File: src/rtl/dma_pkg.sv
// dma_pkg: state encoding and line/word geometry helpers shared by the DMA line engine
package dma_pkg;

    typedef enum logic [2:0] {
        ST_IDLE      = 3'd0,
        ST_H2M_LOAD  = 3'd1,
        ST_H2M_WRITE = 3'd2,
        ST_M2H_READ  = 3'd3,
        ST_M2H_DRAIN = 3'd4,
        ST_M2H_PUSH  = 3'd5
    } dma_state_t;

    function automatic int wpl(input int line_w, input int word_w);
        return line_w / word_w;
    endfunction

    function automatic int step(input int word_w);
        return word_w / 8;
    endfunction

    function automatic int idx_w(input int line_w, input int word_w);
        return (line_w / word_w > 1) ? $clog2(line_w / word_w) : 1;
    endfunction

endpackage

File: src/rtl/dma_line_engine_if.sv
// dma_line_engine_if: command, host FIFO and local memory signals of the DMA line engine
interface dma_line_engine_if #(
    parameter int LINE_W = 512,
    parameter int WORD_W = 32,
    parameter int ADDR_W = 32,
    parameter int LEN_W  = 16
);
    logic              start_h2m;
    logic              start_m2h;
    logic [ADDR_W-1:0] base_addr;
    logic [LEN_W-1:0]  num_lines;
    logic              rd_empty;
    logic [LINE_W-1:0] rd_data;
    logic              rd_en;
    logic              wr_full;
    logic              wr_en;
    logic [LINE_W-1:0] wr_data;
    logic              mem_en;
    logic              mem_we;
    logic [ADDR_W-1:0] mem_addr;
    logic [WORD_W-1:0] mem_wdata;
    logic [WORD_W-1:0] mem_rdata;
    logic              busy;
    logic              h2m_done;
    logic              m2h_done;
    logic [LEN_W-1:0]  lines_done;

    modport master (
        input  start_h2m, start_m2h, base_addr, num_lines, rd_empty, rd_data, wr_full, mem_rdata,
        output rd_en, wr_en, wr_data, mem_en, mem_we, mem_addr, mem_wdata, busy, h2m_done, m2h_done, lines_done
    );

    modport slave (
        output start_h2m, start_m2h, base_addr, num_lines, rd_empty, rd_data, wr_full, mem_rdata,
        input  rd_en, wr_en, wr_data, mem_en, mem_we, mem_addr, mem_wdata, busy, h2m_done, m2h_done, lines_done
    );
endinterface

File: src/rtl/dma_line_buf.sv
// dma_line_buf: one-line staging register with word select/insert; DMA_LINE_ENGINE_WORD_SWAP_EN reverses word order
module dma_line_buf
    import dma_pkg::*;
#(
    parameter int LINE_W = 512,
    parameter int WORD_W = 32
) (
    input  logic                              clk,
    input  logic                              rst,
    input  logic                              load_i,
    input  logic [LINE_W-1:0]                 load_data_i,
    input  logic                              ins_i,
    input  logic [idx_w(LINE_W, WORD_W)-1:0]  ins_idx_i,
    input  logic [WORD_W-1:0]                 ins_data_i,
    input  logic [idx_w(LINE_W, WORD_W)-1:0]  sel_idx_i,
    output logic [WORD_W-1:0]                 sel_data_o,
    output logic [LINE_W-1:0]                 line_o
);
    localparam int WPL   = wpl(LINE_W, WORD_W);
    localparam int IDX_W = idx_w(LINE_W, WORD_W);

    logic [LINE_W-1:0] line_q;
    logic [IDX_W-1:0]  sel_p;
    logic [IDX_W-1:0]  ins_p;

`ifdef DMA_LINE_ENGINE_WORD_SWAP_EN
    assign sel_p = IDX_W'(WPL - 1) - sel_idx_i;
    assign ins_p = IDX_W'(WPL - 1) - ins_idx_i;
`else
    assign sel_p = sel_idx_i;
    assign ins_p = ins_idx_i;
`endif

    assign sel_data_o = line_q[int'(sel_p) * WORD_W +: WORD_W];
    assign line_o     = line_q;

    // Whole-line load from the host FIFO takes priority over single-word packing from memory
    always_ff @(posedge clk) begin
        if (rst) line_q <= '0;
        else if (load_i) line_q <= load_data_i;
        else if (ins_i) line_q[int'(ins_p) * WORD_W +: WORD_W] <= ins_data_i;
    end
endmodule

File: src/rtl/dma_line_engine.sv
// dma_line_engine: multi-line DMA between host line FIFOs and word memory; option DMA_LINE_ENGINE_WORD_SWAP_EN
module dma_line_engine
    import dma_pkg::*;
#(
    parameter int LINE_W = 512,
    parameter int WORD_W = 32,
    parameter int ADDR_W = 32,
    parameter int LEN_W  = 16
) (
    input  logic               clk,
    input  logic               rst,
    dma_line_engine_if.master  bus
);
    localparam int WPL   = wpl(LINE_W, WORD_W);
    localparam int STEP  = step(WORD_W);
    localparam int IDX_W = idx_w(LINE_W, WORD_W);

    localparam logic [2:0] S_IDLE      = ST_IDLE;
    localparam logic [2:0] S_H2M_LOAD  = ST_H2M_LOAD;
    localparam logic [2:0] S_H2M_WRITE = ST_H2M_WRITE;
    localparam logic [2:0] S_M2H_READ  = ST_M2H_READ;
    localparam logic [2:0] S_M2H_DRAIN = ST_M2H_DRAIN;
    localparam logic [2:0] S_M2H_PUSH  = ST_M2H_PUSH;

    logic [2:0]        state_q, state_d;
    logic [ADDR_W-1:0] addr_q, addr_d;
    logic [LEN_W-1:0]  rem_q, rem_d;
    logic [LEN_W-1:0]  lines_q, lines_d;
    logic [IDX_W-1:0]  idx_q, idx_d;
    logic [IDX_W-1:0]  cap_idx_q;
    logic              cap_q;
    logic              h2m_done_q, h2m_done_d;
    logic              m2h_done_q, m2h_done_d;
    logic              last, pop, push, mem_en, mem_we, final_line;
    logic [WORD_W-1:0] sel_word;
    logic [LINE_W-1:0] line;

    assign last       = idx_q == IDX_W'(WPL - 1);
    assign final_line = rem_q == LEN_W'(1);
    assign pop        = state_q == S_H2M_LOAD && !bus.rd_empty;
    assign push       = state_q == S_M2H_PUSH && !bus.wr_full;
    assign mem_we     = state_q == S_H2M_WRITE;
    assign mem_en     = mem_we || state_q == S_M2H_READ;

    dma_line_buf #(.LINE_W(LINE_W), .WORD_W(WORD_W)) u_buf (
        .clk         (clk),
        .rst         (rst),
        .load_i      (pop),
        .load_data_i (bus.rd_data),
        .ins_i       (cap_q),
        .ins_idx_i   (cap_idx_q),
        .ins_data_i  (bus.mem_rdata),
        .sel_idx_i   (idx_q),
        .sel_data_o  (sel_word),
        .line_o      (line)
    );

    // Next-state: command latch, per-word address/index stepping, per-line bookkeeping
    always_comb begin
        state_d    = state_q;
        addr_d     = mem_en ? addr_q + ADDR_W'(STEP) : addr_q;
        idx_d      = mem_en ? (last ? '0 : idx_q + 1'b1) : idx_q;
        rem_d      = rem_q;
        lines_d    = lines_q;
        h2m_done_d = 1'b0;
        m2h_done_d = 1'b0;
        if ((mem_we && last) || push) begin
            rem_d   = rem_q - 1'b1;
            lines_d = lines_q + 1'b1;
        end
        case (state_q)
            S_IDLE: if (bus.start_h2m || bus.start_m2h) begin
                addr_d  = bus.base_addr;
                rem_d   = bus.num_lines;
                lines_d = '0;
                idx_d   = '0;
                if (bus.num_lines == '0) begin
                    h2m_done_d = bus.start_h2m;
                    m2h_done_d = !bus.start_h2m;
                end else state_d = bus.start_h2m ? S_H2M_LOAD : S_M2H_READ;
            end
            S_H2M_LOAD:  state_d = pop ? S_H2M_WRITE : S_H2M_LOAD;
            S_H2M_WRITE: if (last) begin
                state_d    = final_line ? S_IDLE : S_H2M_LOAD;
                h2m_done_d = final_line;
            end
            S_M2H_READ:  state_d = last ? S_M2H_DRAIN : S_M2H_READ;
            S_M2H_DRAIN: state_d = S_M2H_PUSH;
            S_M2H_PUSH:  if (push) begin
                state_d    = final_line ? S_IDLE : S_M2H_READ;
                m2h_done_d = final_line;
            end
            default:     state_d = S_IDLE;
        endcase
    end

    // State registers; a read issued this cycle is captured into the line one cycle later
    always_ff @(posedge clk) begin
        if (rst) begin
            state_q    <= S_IDLE;
            addr_q     <= '0;
            rem_q      <= '0;
            lines_q    <= '0;
            idx_q      <= '0;
            cap_q      <= 1'b0;
            cap_idx_q  <= '0;
            h2m_done_q <= 1'b0;
            m2h_done_q <= 1'b0;
        end else begin
            state_q    <= state_d;
            addr_q     <= addr_d;
            rem_q      <= rem_d;
            lines_q    <= lines_d;
            idx_q      <= idx_d;
            cap_q      <= state_q == S_M2H_READ;
            cap_idx_q  <= idx_q;
            h2m_done_q <= h2m_done_d;
            m2h_done_q <= m2h_done_d;
        end
    end

    assign bus.rd_en      = pop;
    assign bus.wr_en      = push;
    assign bus.wr_data    = state_q == S_M2H_PUSH ? line : '0;
    assign bus.mem_en     = mem_en;
    assign bus.mem_we     = mem_we;
    assign bus.mem_addr   = mem_en ? addr_q : '0;
    assign bus.mem_wdata  = mem_we ? sel_word : '0;
    assign bus.busy       = state_q != S_IDLE;
    assign bus.h2m_done   = h2m_done_q;
    assign bus.m2h_done   = m2h_done_q;
    assign bus.lines_done = lines_q;
endmodule
File: src/flat_wrapper.sv
// flat-port wrapper written by rule: the top's interface ports become plain ports
module dma_line_engine_flat import dma_pkg::*;
#(
    parameter int LINE_W = 512,
    parameter int WORD_W = 32,
    parameter int ADDR_W = 32,
    parameter int LEN_W  = 16
)
  (clk, rst, bus_start_h2m, bus_start_m2h, bus_base_addr, bus_num_lines, bus_rd_empty, bus_rd_data, bus_wr_full, bus_mem_rdata, bus_rd_en, bus_wr_en, bus_wr_data, bus_mem_en, bus_mem_we, bus_mem_addr, bus_mem_wdata, bus_busy, bus_h2m_done, bus_m2h_done, bus_lines_done);
  dma_line_engine_if #(.LINE_W(LINE_W), .WORD_W(WORD_W), .ADDR_W(ADDR_W), .LEN_W(LEN_W)) bus_i ();
  input  logic clk;
  input  logic rst;
  input wire logic [$bits(bus_i.start_h2m)-1:0] bus_start_h2m;
  input wire logic [$bits(bus_i.start_m2h)-1:0] bus_start_m2h;
  input wire logic [$bits(bus_i.base_addr)-1:0] bus_base_addr;
  input wire logic [$bits(bus_i.num_lines)-1:0] bus_num_lines;
  input wire logic [$bits(bus_i.rd_empty)-1:0] bus_rd_empty;
  input wire logic [$bits(bus_i.rd_data)-1:0] bus_rd_data;
  input wire logic [$bits(bus_i.wr_full)-1:0] bus_wr_full;
  input wire logic [$bits(bus_i.mem_rdata)-1:0] bus_mem_rdata;
  output wire logic [$bits(bus_i.rd_en)-1:0] bus_rd_en;
  output wire logic [$bits(bus_i.wr_en)-1:0] bus_wr_en;
  output wire logic [$bits(bus_i.wr_data)-1:0] bus_wr_data;
  output wire logic [$bits(bus_i.mem_en)-1:0] bus_mem_en;
  output wire logic [$bits(bus_i.mem_we)-1:0] bus_mem_we;
  output wire logic [$bits(bus_i.mem_addr)-1:0] bus_mem_addr;
  output wire logic [$bits(bus_i.mem_wdata)-1:0] bus_mem_wdata;
  output wire logic [$bits(bus_i.busy)-1:0] bus_busy;
  output wire logic [$bits(bus_i.h2m_done)-1:0] bus_h2m_done;
  output wire logic [$bits(bus_i.m2h_done)-1:0] bus_m2h_done;
  output wire logic [$bits(bus_i.lines_done)-1:0] bus_lines_done;
  assign bus_i.start_h2m = bus_start_h2m;
  assign bus_i.start_m2h = bus_start_m2h;
  assign bus_i.base_addr = bus_base_addr;
  assign bus_i.num_lines = bus_num_lines;
  assign bus_i.rd_empty = bus_rd_empty;
  assign bus_i.rd_data = bus_rd_data;
  assign bus_i.wr_full = bus_wr_full;
  assign bus_i.mem_rdata = bus_mem_rdata;
  assign bus_rd_en = bus_i.rd_en;
  assign bus_wr_en = bus_i.wr_en;
  assign bus_wr_data = bus_i.wr_data;
  assign bus_mem_en = bus_i.mem_en;
  assign bus_mem_we = bus_i.mem_we;
  assign bus_mem_addr = bus_i.mem_addr;
  assign bus_mem_wdata = bus_i.mem_wdata;
  assign bus_busy = bus_i.busy;
  assign bus_h2m_done = bus_i.h2m_done;
  assign bus_m2h_done = bus_i.m2h_done;
  assign bus_lines_done = bus_i.lines_done;
  dma_line_engine #(.LINE_W(LINE_W), .WORD_W(WORD_W), .ADDR_W(ADDR_W), .LEN_W(LEN_W)) u_core (.clk(clk), .rst(rst), .bus(bus_i));
endmodule
File: config.mk
export PLATFORM = sky130hd
export DESIGN_NAME = dma_line_engine_flat
export DESIGN_NICKNAME = d
export VERILOG_FILES = /design/src/rtl/dma_pkg.sv /design/src/rtl/dma_line_engine_if.sv /design/src/rtl/dma_line_buf.sv /design/src/rtl/dma_line_engine.sv /design/src/flat_wrapper.sv
export SDC_FILE = /design/constraint.sdc
export NUM_CORES = 2
export LEC_CHECK = 0
export BUFFER_PORTS_ARGS = -buffer_cell sky130_fd_sc_hd__buf_2
export CAP_MARGIN = 40
export CORE_AREA = 3 3 460 462
export CTS_BUF_LIST = sky130_fd_sc_hd__clkbuf_16
export DETAILED_ROUTE_END_ITERATION = 6
export DIE_AREA = 0 0 463 465
export SLEW_MARGIN = 30
export SYNTH_ARGS = -nofsm -noshare
export SYNTH_HDL_FRONTEND = slang
export SYNTH_HIERARCHICAL = 1
export SYNTH_SLANG_ARGS = --single-unit
File: constraint.sdc
create_clock -name clk -period 6.25 [get_ports clk]
set_input_delay 0.9375 -clock clk [delete_from_list [all_inputs] [get_ports clk]]
set_output_delay 0.9375 -clock clk [all_outputs]
set_load 0.05 [all_outputs]
==> impl_results.md <==
- DRC errors left: 0
- Vias in the first global route: 36,500
- TritonCTS clock tree: built
- Final Worst Setup Slack: 1.69 ns
- Static leakage: 18.7 nW
- Core area: 207,000 um^2
- Remaining antenna violation count after routing: 0
- Syn Area/Cell: 9.05 um^2
- Clk buf depth: 3
- PwrDens: 286 nW/um^2
- Total GRT Usage: 0.249
- HPWL after DPL: 222,000 um
- I/O pins: 1,197
- Reg2reg setup slack: 2.36 ns
- Async set-or-reset flop fraction in the synthesized netlist: 0
- Fin. Hold Viols: 0
- Switching share of power: 0.374
- Critical path class: flop to output pin
- Number of DRC markers in iteration 0: 4,851
- Reg power frac: 0.387
- Finished Cell Area: 44,700 um^2
- Via/cell ratio: 5.07
- Port bufs: 1,196
- Max-slew headroom: 0.334
- Max-Cap Viols: 0
- Crit end category: output pin
- Die Ht: 465 um
- Least-Margin Pin Slew: 0.999 ns
- Startpoint types: flop
- Distinct cells, synth: 76
- Commonest non-fill, non-tap cell in the layout: buf_2
- Unrepaired setup endpoints after global routing: no
- Fin Clk Skew: 0.0474 ns
- Most frequent cells in the layout: 1,198 x buf_2, 638 x and2_1, 587 x dfxtp_1
- Status: completed
- Post-Syn Area: 32,200 um^2
- Clk pwr share: 0.366
- First-pass GRT wire length: 362,000 um
- Post-synthesis cell count: 3,563
- Reg-to-reg endpoint: u_core/u_buf/line_o[268]
- Final Cycle Share: 0.730
- Maximum VDD drop: 0.183 mV
- Synth Net Count: 4,169
- Row count: 167
- Initial Util: 0.155
- Total number of vias: 38,100
- Post-CTS Setup Inserts: 0
- Sequential share of the synthesized area: 0.366
- Largest net degree at the start of global routing: 146
- Final Util: 0.216
- Post-layout nets: 5,204
- WL final: 282,000 um
- Max frequency: 219 MHz
- EDFF count, synth: 0
- DIE WIDTH: 463 um
- Worst skew pair latency: 0.71 ns
- WHS Endpoint: u_core/u_buf/line_o[304]
- Main synth FF type: dfxtp_1
- Worst hold slack: 0.414 ns
- Length in cells of the worst reg-to-reg path: 9
- Layout cells sized above 1: 0.353
- P_sw: 4.78 mW
- Die area: 215,000 um^2
- DR WL/cell: 37.5 um
- Number of synthesized register bits: 590
- Area Growth Syn to Fin: 38.8%
- Layout filler cell count: 23,100
- Total gr overflow: 0
- Required time worst endpoint: 5.31 ns
- TNS Setup: 0 ns
- Clk slew on worst S/H paths: 0.06 ns
- H-tree Lvls: 3
- Pre-CTS setup slack: 2.24 ns
- Crit path arrival time: 3.62 ns
- Initial antenna violation count: 121
- Final GP Congestion: 0.970
- Ys Warns: 6
- Final Slew Violations: 0
- Worst Hold Class: input pin to flop
- Num CTS Buffers: 78
- Placement Cell Area: 41,900 um^2
- Internal power: 8.00 mW
- Setup-failing EPs final: 0
- Number of gates resized after cts: 0
- Sink Count: 590
- Hold path start: bus_rd_data[304]
- Drt pass-1 iters: 6
- Combinational Power Share: 0.246
- Hold Crit Depth: 3
- R2R Path Start: u_core/state_q[2]
- Hold_buf cts: 0
- Worst-path maximum fanout: 125
- Fin crit period: 4.56 ns
- Root Buffer: clkbuf_16
-- flip-flops by register name (all words and copies together) (netlist names) --
register,count
u_core/addr_q,32
u_core/rem_q,16
u_core/u_buf/line_o,512
u_core/cap_q,1
u_core/bus.m2h_done,1
u_core/bus.lines_done,16
u_core/state_q,3
u_core/idx_q,4
u_core/bus.h2m_done,1
u_core/cap_idx_q,4
-- logic make-up (layout without fill, tap and decap cells) --
family	count (synthesis)	in the layout	share of synthesized area
other	0	72	0
AOI/OAI and AO/OA	782	782	0.210
muxes	160	160	0.0994
adders and majority gates	8	8	0.00310
and+or+nand+nor	1563	1563	0.257
xor gates and xnor gates	47	47	0.0132
buffers and inverters	413	1512	0.0512
DFF	590	590	0.366
-- through the flow --
step	total power, mW	instances
after global routing	13.2	7501
final	12.8	7522
after CTS	12.8	7444
after floorplan	6.45	3563
after global placement	8.00	7281
after detailed placement	8.09	7300
-- synthesized netlist by cell type (all sizes together) (28+ instances only) --
master / instances / area share
and2: 641 / 0.12
a211oi: 30 / 0.0071
nor4: 46 / 0.010
o21ai: 91 / 0.014
a32oi: 32 / 0.0087
a22oi: 125 / 0.029
clkbuf: 272 / 0.032
nand3: 57 / 0.0088
buf: 82 / 0.013
nand2: 243 / 0.028
o31ai: 49 / 0.011
mux2i: 32 / 0.0099
mux4: 128 / 0.089
a2111oi: 33 / 0.015
nor2: 318 / 0.037
nor3: 148 / 0.023
xnor2: 28 / 0.0078
inv: 59 / 0.0069
a221o: 325 / 0.10
dfxtp: 590 / 0.37
-- worst max-delay path, cell delays in order, from the launching register on --
cell     delay (ns)
dfxtp_1        0.76
and3b_4        0.75
buf_12         0.38
buf_4          0.34
and2_1         0.17
buf_2          0.32
-- worst max-delay path by stage --
stage / start / slack [ns] / endpoint / depth (start not counted)
global placement: bus_rd_empty / 1.79 / u_core/u_buf/line_o[230] / 7
detailed placement: bus_rd_empty / 2.24 / u_core/u_buf/line_o[220] / 8
CTS: u_core/state_q[0] / 1.58 / bus_wr_data[194] / 5
global route: u_core/state_q[0] / 1.48 / bus_wr_data[67] / 5
finish: u_core/state_q[2] / 1.69 / bus_wr_data[67] / 5
floorplan: bus_rd_empty / 2.29 / u_core/u_buf/line_o[449] / 8
-- area by class of cell --
type	count	area [um^2]	share of cell area
diodes	72	180	0.00403
clock buffers	78	1950	0.0436
clock inverters	66	588	0.0131
inverters	59	221	0.00495
multi-input cells	2560	19200	0.429
flip-flops and latches	590	11800	0.264
well taps	2788	3490	0.0780
repair buffers	1309	7280	0.163
-- power groups by stage --
stage / clock network (mW) / registers, mW / logic (mW)
after floorplan: 0 / 4.58 / 1.86
after global placement: 0 / 5.00 / 3.00
after detailed placement: 0 / 5.00 / 3.10
after CTS: 4.79 / 4.92 / 3.11
after global routing: 4.91 / 4.98 / 3.29
final: 4.68 / 4.95 / 3.15
-- routing by layer --
layer,part of all wire,up-vias,track usage,wire (um)
li1,-,15400,-,-
met1,0.38,18700,0.290,106000
met2,0.44,3285,0.386,125000
met3,0.11,780,0.0880,30800
met4,0.073,26,0.163,20600
met5,0.00057,-,0.00132,160
(Power assumes the default switching activity.)
